==> src/rtl/draw_cmd_pkg.sv <==
// Shared types and helpers for the draw command decoder: opcodes, FSM states,
// header field positions and the per-opcode command length table.
package draw_cmd_pkg;

    localparam int CMD_W       = 32;
    localparam int HDR_RSV_MSB = 31;
    localparam int HDR_RSV_LSB = 28;
    localparam int HDR_OP_MSB  = 27;
    localparam int HDR_OP_LSB  = 24;
    localparam int HDR_ARG_MSB = 23;

    typedef enum logic [3:0] {
        OPC_NOP         = 4'h0,
        OPC_SETFRAME    = 4'h1,
        OPC_SETDRAWAREA = 4'h2,
        OPC_SETCOLOR    = 4'h3,
        OPC_PATBLT      = 4'h4,
        OPC_BITBLT      = 4'h5,
        OPC_EODL        = 4'hF
    } opcode_e;

    typedef enum logic [2:0] {
        ST_IDLE,
        ST_FETCH,
        ST_CAPTURE,
        ST_ISSUE,
        ST_HALT
    } state_e;

    // Words per command including the header; 0 marks an unknown opcode.
    function automatic logic [1:0] cmd_len(input logic [3:0] opcode);
        case (opcode)
            OPC_NOP, OPC_EODL:                                  cmd_len = 2'd1;
            OPC_SETCOLOR:                                       cmd_len = 2'd2;
            OPC_SETFRAME, OPC_SETDRAWAREA, OPC_PATBLT, OPC_BITBLT: cmd_len = 2'd3;
            default:                                            cmd_len = 2'd0;
        endcase
    endfunction

endpackage

==> src/rtl/draw_cmd_param_reg.sv <==
// Header plus two parameter capture registers, loaded by word index.
// Loading the header starts a new command, so it also clears both parameters.
module draw_cmd_param_reg
    import draw_cmd_pkg::*;
(
    input  logic             clk,
    input  logic             rst,
    input  logic             i_clr,
    input  logic             i_ld,
    input  logic [1:0]       i_ld_idx,
    input  logic [CMD_W-1:0] i_ld_data,
    output logic [CMD_W-1:0] o_word0,
    output logic [CMD_W-1:0] o_word1,
    output logic [CMD_W-1:0] o_word2
);

    logic [CMD_W-1:0] r_word [3];

    always_ff @(posedge clk or posedge rst) begin
        if (rst) begin
            // NOTE: these are discrete flops, not a RAM, so they take the async
            // reset and the OP_* outputs they drive read 0 straight out of reset.
            for (int i = 0; i < 3; i++) r_word[i] <= '0;
        end else if (i_clr) begin
            for (int i = 0; i < 3; i++) r_word[i] <= '0;
        end else if (i_ld) begin
            case (i_ld_idx)
                2'd0: begin
                    r_word[0] <= i_ld_data;
                    r_word[1] <= '0;
                    r_word[2] <= '0;
                end
                2'd1:    r_word[1] <= i_ld_data;
                2'd2:    r_word[2] <= i_ld_data;
                default: ;
            endcase
        end
    end

    assign o_word0 = r_word[0];
    assign o_word1 = r_word[1];
    assign o_word2 = r_word[2];

endmodule

==> src/rtl/draw_cmd_decoder.sv <==
// Draw command FIFO consumer: pops words, parses variable-length commands and
// issues one operation at a time. Optional OP_COUNT via DRAW_DEC_OPCOUNT_EN.
module draw_cmd_decoder
    import draw_cmd_pkg::*;
#(
    parameter int CNT_W   = 16,
    parameter int STALL_W = 8
) (
    input  logic              CLK,
    input  logic              ARST,
    input  logic              REG_EXE,
    input  logic              REG_RST,
    output logic              CMD_RD_EN,
    input  logic [CMD_W-1:0]  CMD_RDATA,
    input  logic              CMD_EMPTY,
    output logic              OP_VALID,
    input  logic              OP_READY,
    output logic [3:0]        OP_CODE,
    output logic [23:0]       OP_HDR,
    output logic [CMD_W-1:0]  OP_P1,
    output logic [CMD_W-1:0]  OP_P2,
    output logic              DEC_BUSY,
    output logic              EODL_PULSE,
    output logic              CMD_ERR,
    output logic              DEC_STALL
`ifdef DRAW_DEC_OPCOUNT_EN
    ,
    output logic [CNT_W-1:0]  OP_COUNT
`endif
);

    state_e             r_state;
    logic [1:0]         r_idx;
    logic               r_op_valid;
    logic               r_eodl;
    logic               r_err;
    logic [STALL_W-1:0] r_stall;

    logic [CMD_W-1:0]   w_word0;
    logic [CMD_W-1:0]   w_word1;
    logic [CMD_W-1:0]   w_word2;
    logic [CMD_W-1:0]   w_hdr_word;
    logic [3:0]         w_opcode;
    logic [1:0]         w_len;
    logic               w_pop;
    logic               w_last;
    logic               w_illegal;
    logic               w_eodl_dec;

    // Pop is combinational so the word lands exactly in the following CAPTURE cycle.
    assign w_pop = (r_state == ST_FETCH) && REG_EXE && !CMD_EMPTY && !REG_RST;

    // The header is on the bus at index 0; afterwards it comes from the capture register.
    assign w_hdr_word = (r_idx == 2'd0) ? CMD_RDATA : w_word0;
    assign w_opcode   = w_hdr_word[HDR_OP_MSB:HDR_OP_LSB];
    assign w_len      = (w_hdr_word[HDR_RSV_MSB:HDR_RSV_LSB] == 4'h0) ? cmd_len(w_opcode) : 2'd0;
    assign w_illegal  = (w_len == 2'd0);
    assign w_last     = ((r_idx + 2'd1) == w_len);
    assign w_eodl_dec = (r_state == ST_CAPTURE) && !w_illegal && w_last && (w_opcode == OPC_EODL);

    draw_cmd_param_reg u_param_reg (
        .clk       (CLK),
        .rst       (ARST),
        .i_clr     (REG_RST),
        .i_ld      (r_state == ST_CAPTURE),
        .i_ld_idx  (r_idx),
        .i_ld_data (CMD_RDATA),
        .o_word0   (w_word0),
        .o_word1   (w_word1),
        .o_word2   (w_word2)
    );

    always_ff @(posedge CLK or posedge ARST) begin
        if (ARST) begin
            r_state    <= ST_IDLE;
            r_idx      <= 2'd0;
            r_op_valid <= 1'b0;
            r_eodl     <= 1'b0;
            r_err      <= 1'b0;
            r_stall    <= '0;
        end else if (REG_RST) begin
            r_state    <= ST_IDLE;
            r_idx      <= 2'd0;
            r_op_valid <= 1'b0;
            r_eodl     <= 1'b0;
            r_err      <= 1'b0;
            r_stall    <= '0;
        end else begin
            r_eodl <= 1'b0;

            if (w_pop)
                r_stall <= '0;
            else if ((r_state == ST_FETCH) && CMD_EMPTY && (r_idx != 2'd0) && !(&r_stall))
                r_stall <= r_stall + STALL_W'(1);

            case (r_state)
                ST_IDLE: begin
                    if (REG_EXE) r_state <= ST_FETCH;
                end
                ST_FETCH: begin
                    if (w_pop)
                        r_state <= ST_CAPTURE;
                    else if (!REG_EXE && (r_idx == 2'd0))
                        r_state <= ST_IDLE;
                end
                ST_CAPTURE: begin
                    r_idx <= r_idx + 2'd1;
                    if (w_illegal) begin
                        r_err   <= 1'b1;
                        r_state <= ST_HALT;
                    end else if (!w_last) begin
                        r_state <= ST_FETCH;
                    end else if (w_opcode == OPC_NOP) begin
                        r_idx   <= 2'd0;
                        r_state <= ST_FETCH;
                    end else if (w_opcode == OPC_EODL) begin
                        r_idx   <= 2'd0;
                        r_eodl  <= 1'b1;
                        r_state <= ST_IDLE;
                    end else begin
                        r_op_valid <= 1'b1;
                        r_state    <= ST_ISSUE;
                    end
                end
                ST_ISSUE: begin
                    if (OP_READY) begin
                        r_op_valid <= 1'b0;
                        r_idx      <= 2'd0;
                        r_state    <= ST_FETCH;
                    end
                end
                ST_HALT: ;
                default: r_state <= ST_IDLE;
            endcase
        end
    end

`ifdef DRAW_DEC_OPCOUNT_EN
    logic [CNT_W-1:0] r_op_count;

    always_ff @(posedge CLK or posedge ARST) begin
        if (ARST)
            r_op_count <= '0;
        else if (REG_RST || w_eodl_dec)
            r_op_count <= '0;
        else if (r_op_valid && OP_READY)
            r_op_count <= r_op_count + CNT_W'(1);
    end

    assign OP_COUNT = r_op_count;
`else
    // CNT_W only sizes OP_COUNT; keep it referenced when the counter is compiled out.
    localparam int unused_cnt_w = CNT_W;
    logic unused_eodl_dec;
    assign unused_eodl_dec = w_eodl_dec;
`endif

    assign CMD_RD_EN  = w_pop;
    assign OP_VALID   = r_op_valid;
    assign OP_CODE    = w_word0[HDR_OP_MSB:HDR_OP_LSB];
    assign OP_HDR     = w_word0[HDR_ARG_MSB:0];
    assign OP_P1      = w_word1;
    assign OP_P2      = w_word2;
    assign DEC_BUSY   = (r_state != ST_IDLE);
    assign EODL_PULSE = r_eodl;
    assign CMD_ERR    = r_err;
    assign DEC_STALL  = &r_stall;

endmodule

==> config.mk <==
export PLATFORM = sky130hd
export DESIGN_NAME = draw_cmd_decoder
export DESIGN_NICKNAME = d
export VERILOG_FILES = /design/src/rtl/draw_cmd_pkg.sv /design/src/rtl/draw_cmd_param_reg.sv /design/src/rtl/draw_cmd_decoder.sv
export SDC_FILE = /design/constraint.sdc
export NUM_CORES = 1
export LEC_CHECK = 0
export ABC_AREA = 1
export CAP_MARGIN = 20
export CORE_ASPECT_RATIO = 0.9
export CORE_MARGIN = 3
export CORE_UTILIZATION = 40
export DETAILED_ROUTE_END_ITERATION = 6
export PLACE_DENSITY = 0.74
export SYNTH_ARGS = -nofsm -noshare
export SYNTH_HDL_FRONTEND = slang
export SYNTH_SLANG_ARGS = --single-unit
==> constraint.sdc <==
create_clock -name CLK -period 5.7 [get_ports CLK]
set_clock_uncertainty 0.2 [all_clocks]
set_input_delay 1.71 -clock CLK [delete_from_list [all_inputs] [get_ports CLK]]
set_output_delay 1.71 -clock CLK [all_outputs]
set_load 0.005 [all_outputs]
==> results_dict.tcl <==
set metrics [dict create \
    tns_ns 0 \
    setup_violations 0 \
    ir_drop_v 0.0001513 \
    min_period_over_period_pct 90.50 \
    dpl.hpwl_um 9787 \
    place_congestion 0.8770 \
    crit_cells 6 \
    boundaryPins 136 \
    clock_path_buffers 2 \
    root_buffer "clkbuf_16" \
    grt_pass1_vias 4532 \
    diodes 0 \
    r2r_end "r_state[0]" \
    finalNetCount 742 \
    r2r_start "r_idx[0]" \
    required_ns 3.79 \
    cts_buffers 9 \
    yosysUniqueCellTypes 28 \
    yosysSeqAreaShare_pct 53.76 \
    outcome "finished, final reports clean" \
    power.total_mw 1.889 \
    vias 4504 \
    drc 0 \
    wl_um 14040 \
    end_kind "primary output" \
    initial_core_util_pct 42.01 \
    overflow 0 \
    ys_ff_latch 112 \
    r2r_cells 17 \
    cts_max_level 3 \
    critPathLaunchType "primary input" \
    slew_headroom_pct 46.18 \
    coreArea_um2 12410 \
    clk_pin_slew_ns 0.08 \
    clkSinkCount 112 \
    holdBufCountCts 0 \
    slowest_stage "clkdlybuf4s50_1" \
    syn_nets 645 \
    holdPathStages 2 \
    crit_chain "clkdlybuf4s50_1 -> inv_1 -> nor3_1 -> inv_1 -> nor2_1 -> clkdlybuf4s50_1" \
    rsz0062_at_grt "no" \
    syn_avg_cell_area_um2 8.646 \
    crit_arrival_ns 3.25 \
    hold_path_class "flip-flop to flip-flop" \
    crit_buf_inv 4 \
    grt_pass1_wl_um 22870 \
    numPortBuffers 135 \
    grt_usage_pct 19.57 \
    p_leak_nw 3.193 \
    worstHoldEndpoint "u_param_reg.o_word0[17]" \
    area_growth_pct 30.79 \
    clock_latency_ns 0.35 \
    hp-start "u_param_reg.o_word0[17]" \
    antenna_found_initial 0 \
    cts_resized 0 \
    wl_per_cell_um 16.23 \
    cts_tree "done" \
    vias_per_cell 5.207 \
    fp.dieW_um 126.3 \
    crit_type "primary input to primary output" \
    drive_above_1_share_pct 5.816 \
    fin_crit_ns 5.159 \
    crit_path_max_fanout 3 \
    slowest_delay_ns 0.52 \
    fmax_mhz 193.9 \
    drt_iter0_markers 312 \
    die_y_um 114.3 \
    max_slew.worst_pin.slew_ns 0.8053 \
    r2r_slack_ns 2.68 \
    std_cell_rows 38 \
    finalHoldViolations 0 \
    die-area_um2 14440 \
    yosys_warnings 0 \
    grt_max_degree 56 \
    slew_viol_final 0 \
    syn_area_um2 5214 \
    crit_family "buffers and inverters" \
    post-cts-setup-buffer-count 0 \
    ant_nets 0 \
    firstDrtPassIters 5 \
    syn-instance-count 603 \
    max-cap-violations 0 \
    p_per_area_nw_per_um2 277.1 \
]
-- worst max-delay path by stage --
stage | start | to
2_1_floorplan | ARST | CMD_ERR
3_3_place_gp | REG_EXE | CMD_RD_EN
3_5_place_dp | REG_EXE | CMD_RD_EN
4_1_cts | REG_EXE | CMD_RD_EN
5_1_grt | REG_EXE | CMD_RD_EN
6_report | REG_EXE | CMD_RD_EN
-- sequential cells by signal, summed over array words and instances (netlist names) --
| name | count |
|---|---|
| CMD_ERR | 1 |
| EODL_PULSE | 1 |
| OP_VALID | 1 |
| r_idx | 2 |
| r_stall | 8 |
| r_state | 3 |
| u_param_reg.o_word0 | 32 |
| u_param_reg.o_word1 | 32 |
| u_param_reg.o_word2 | 32 |
-- power by group --
part,switching (mW),internal (mW)
clock,0.320,0.356
sequential,0.0248,0.826
combinational,0.226,0.137
-- cell usage in the layout, fill, tap and decap left out, types with 2 or more instances in the layout --
master / n
o21ai_0: 31
buf_4: 9
nand3_1: 78
dfrtp_1: 112
inv_1: 94
nand4_1: 3
clkdlybuf4s50_1: 134
inv_6: 3
nand2_1: 123
a211oi_1: 2
o32ai_1: 32
o21ai_1: 5
inv_8: 2
nor2_2: 2
clkbuf_16: 9
nor2_1: 22
o21ai_2: 2
o22ai_1: 4
ha_1: 4
a21oi_1: 11
nor3_1: 5
nand2_2: 6
a31oi_1: 2
-- routing by layer --
layer / track usage (%) / routed length [um]
met5: 0 / 0
met4: 5.575 / 196
met3: 4.151 / 804
met2: 32.19 / 6685
met1: 26.35 / 6355
-- layout make-up --
type,instances,area [um^2]
Clock buffer,9,225.2
Clock inverter,7,95.09
Fill cell,1089,5590
Inverter,96,362.8
Multi-Input combinational cell,337,1719
Sequential cell,112,2803
Tap cell,160,200.2
Timing Repair Buffer,144,1414
-- logic make-up (layout without fill, tap and decap cells) --
kind of cell / count (synthesis) / after routing / share of synthesized area, %
AOI/OAI and AO/OA: 91 / 91 / 11.42
xor gates and xnor gates: 1 / 1 / 0.1680
adders and majority gates: 4 / 4 / 0.9600
DFF: 112 / 112 / 53.76
and+or+nand+nor: 241 / 241 / 20.09
buffers and inverters: 154 / 256 / 13.61
-- worst reg2reg max path, cell delays in order, from the launching register on --
cell and delay (ns):
dfrtp_1 0.43, inv_1 0.17, ha_1 0.69, inv_2 0.16, nand2_1 0.12, nand2_2 0.07
nor2_1 0.17, nand2_1 0.13, nand2_2 0.13, nand2_2 0.08, nand2_1 0.07, nand2_1 0.06
nand2_2 0.11, nand3_1 0.08, nand2_1 0.08, nand2_1 0.06, nand2_1 0.05, nand2_1 0.05
-- synthesized netlist by cell type (all sizes together) --
cell type  instances  area (um^2)
a2111oi            1        8.760
a211oi             2        15.01
a21oi             11        55.05
a31oi              2        12.51
buf               42        289.0
clkbuf            16        60.06
dfrtp            112         2803
ha                 4        50.05
inv               96        360.3
nand2            129        499.2
nand3             79        400.4
nand4              3        18.77
nor2              25        103.9
nor3               5        25.02
o21ai             39        198.9
o22ai              4        25.02
o32ai             32        280.3
xor2               1        8.760
-- metrics by stage --
step                util, %  std cells  worst slack [ns]  area (um^2)  hold slack (ns)
global placement      52.37        849            0.6145         6499           0.2623
finish                54.95        865            0.5415         6819           0.2870
global route          54.95        865            0.4540         6819           0.3150
floorplan                 -        603            0.8310         5214           0.2542
detailed placement    52.37        849            0.5511         6499           0.2733
CTS                   54.95        865            0.5332         6819           0.2928
Power figures use the tool's default switching activity.
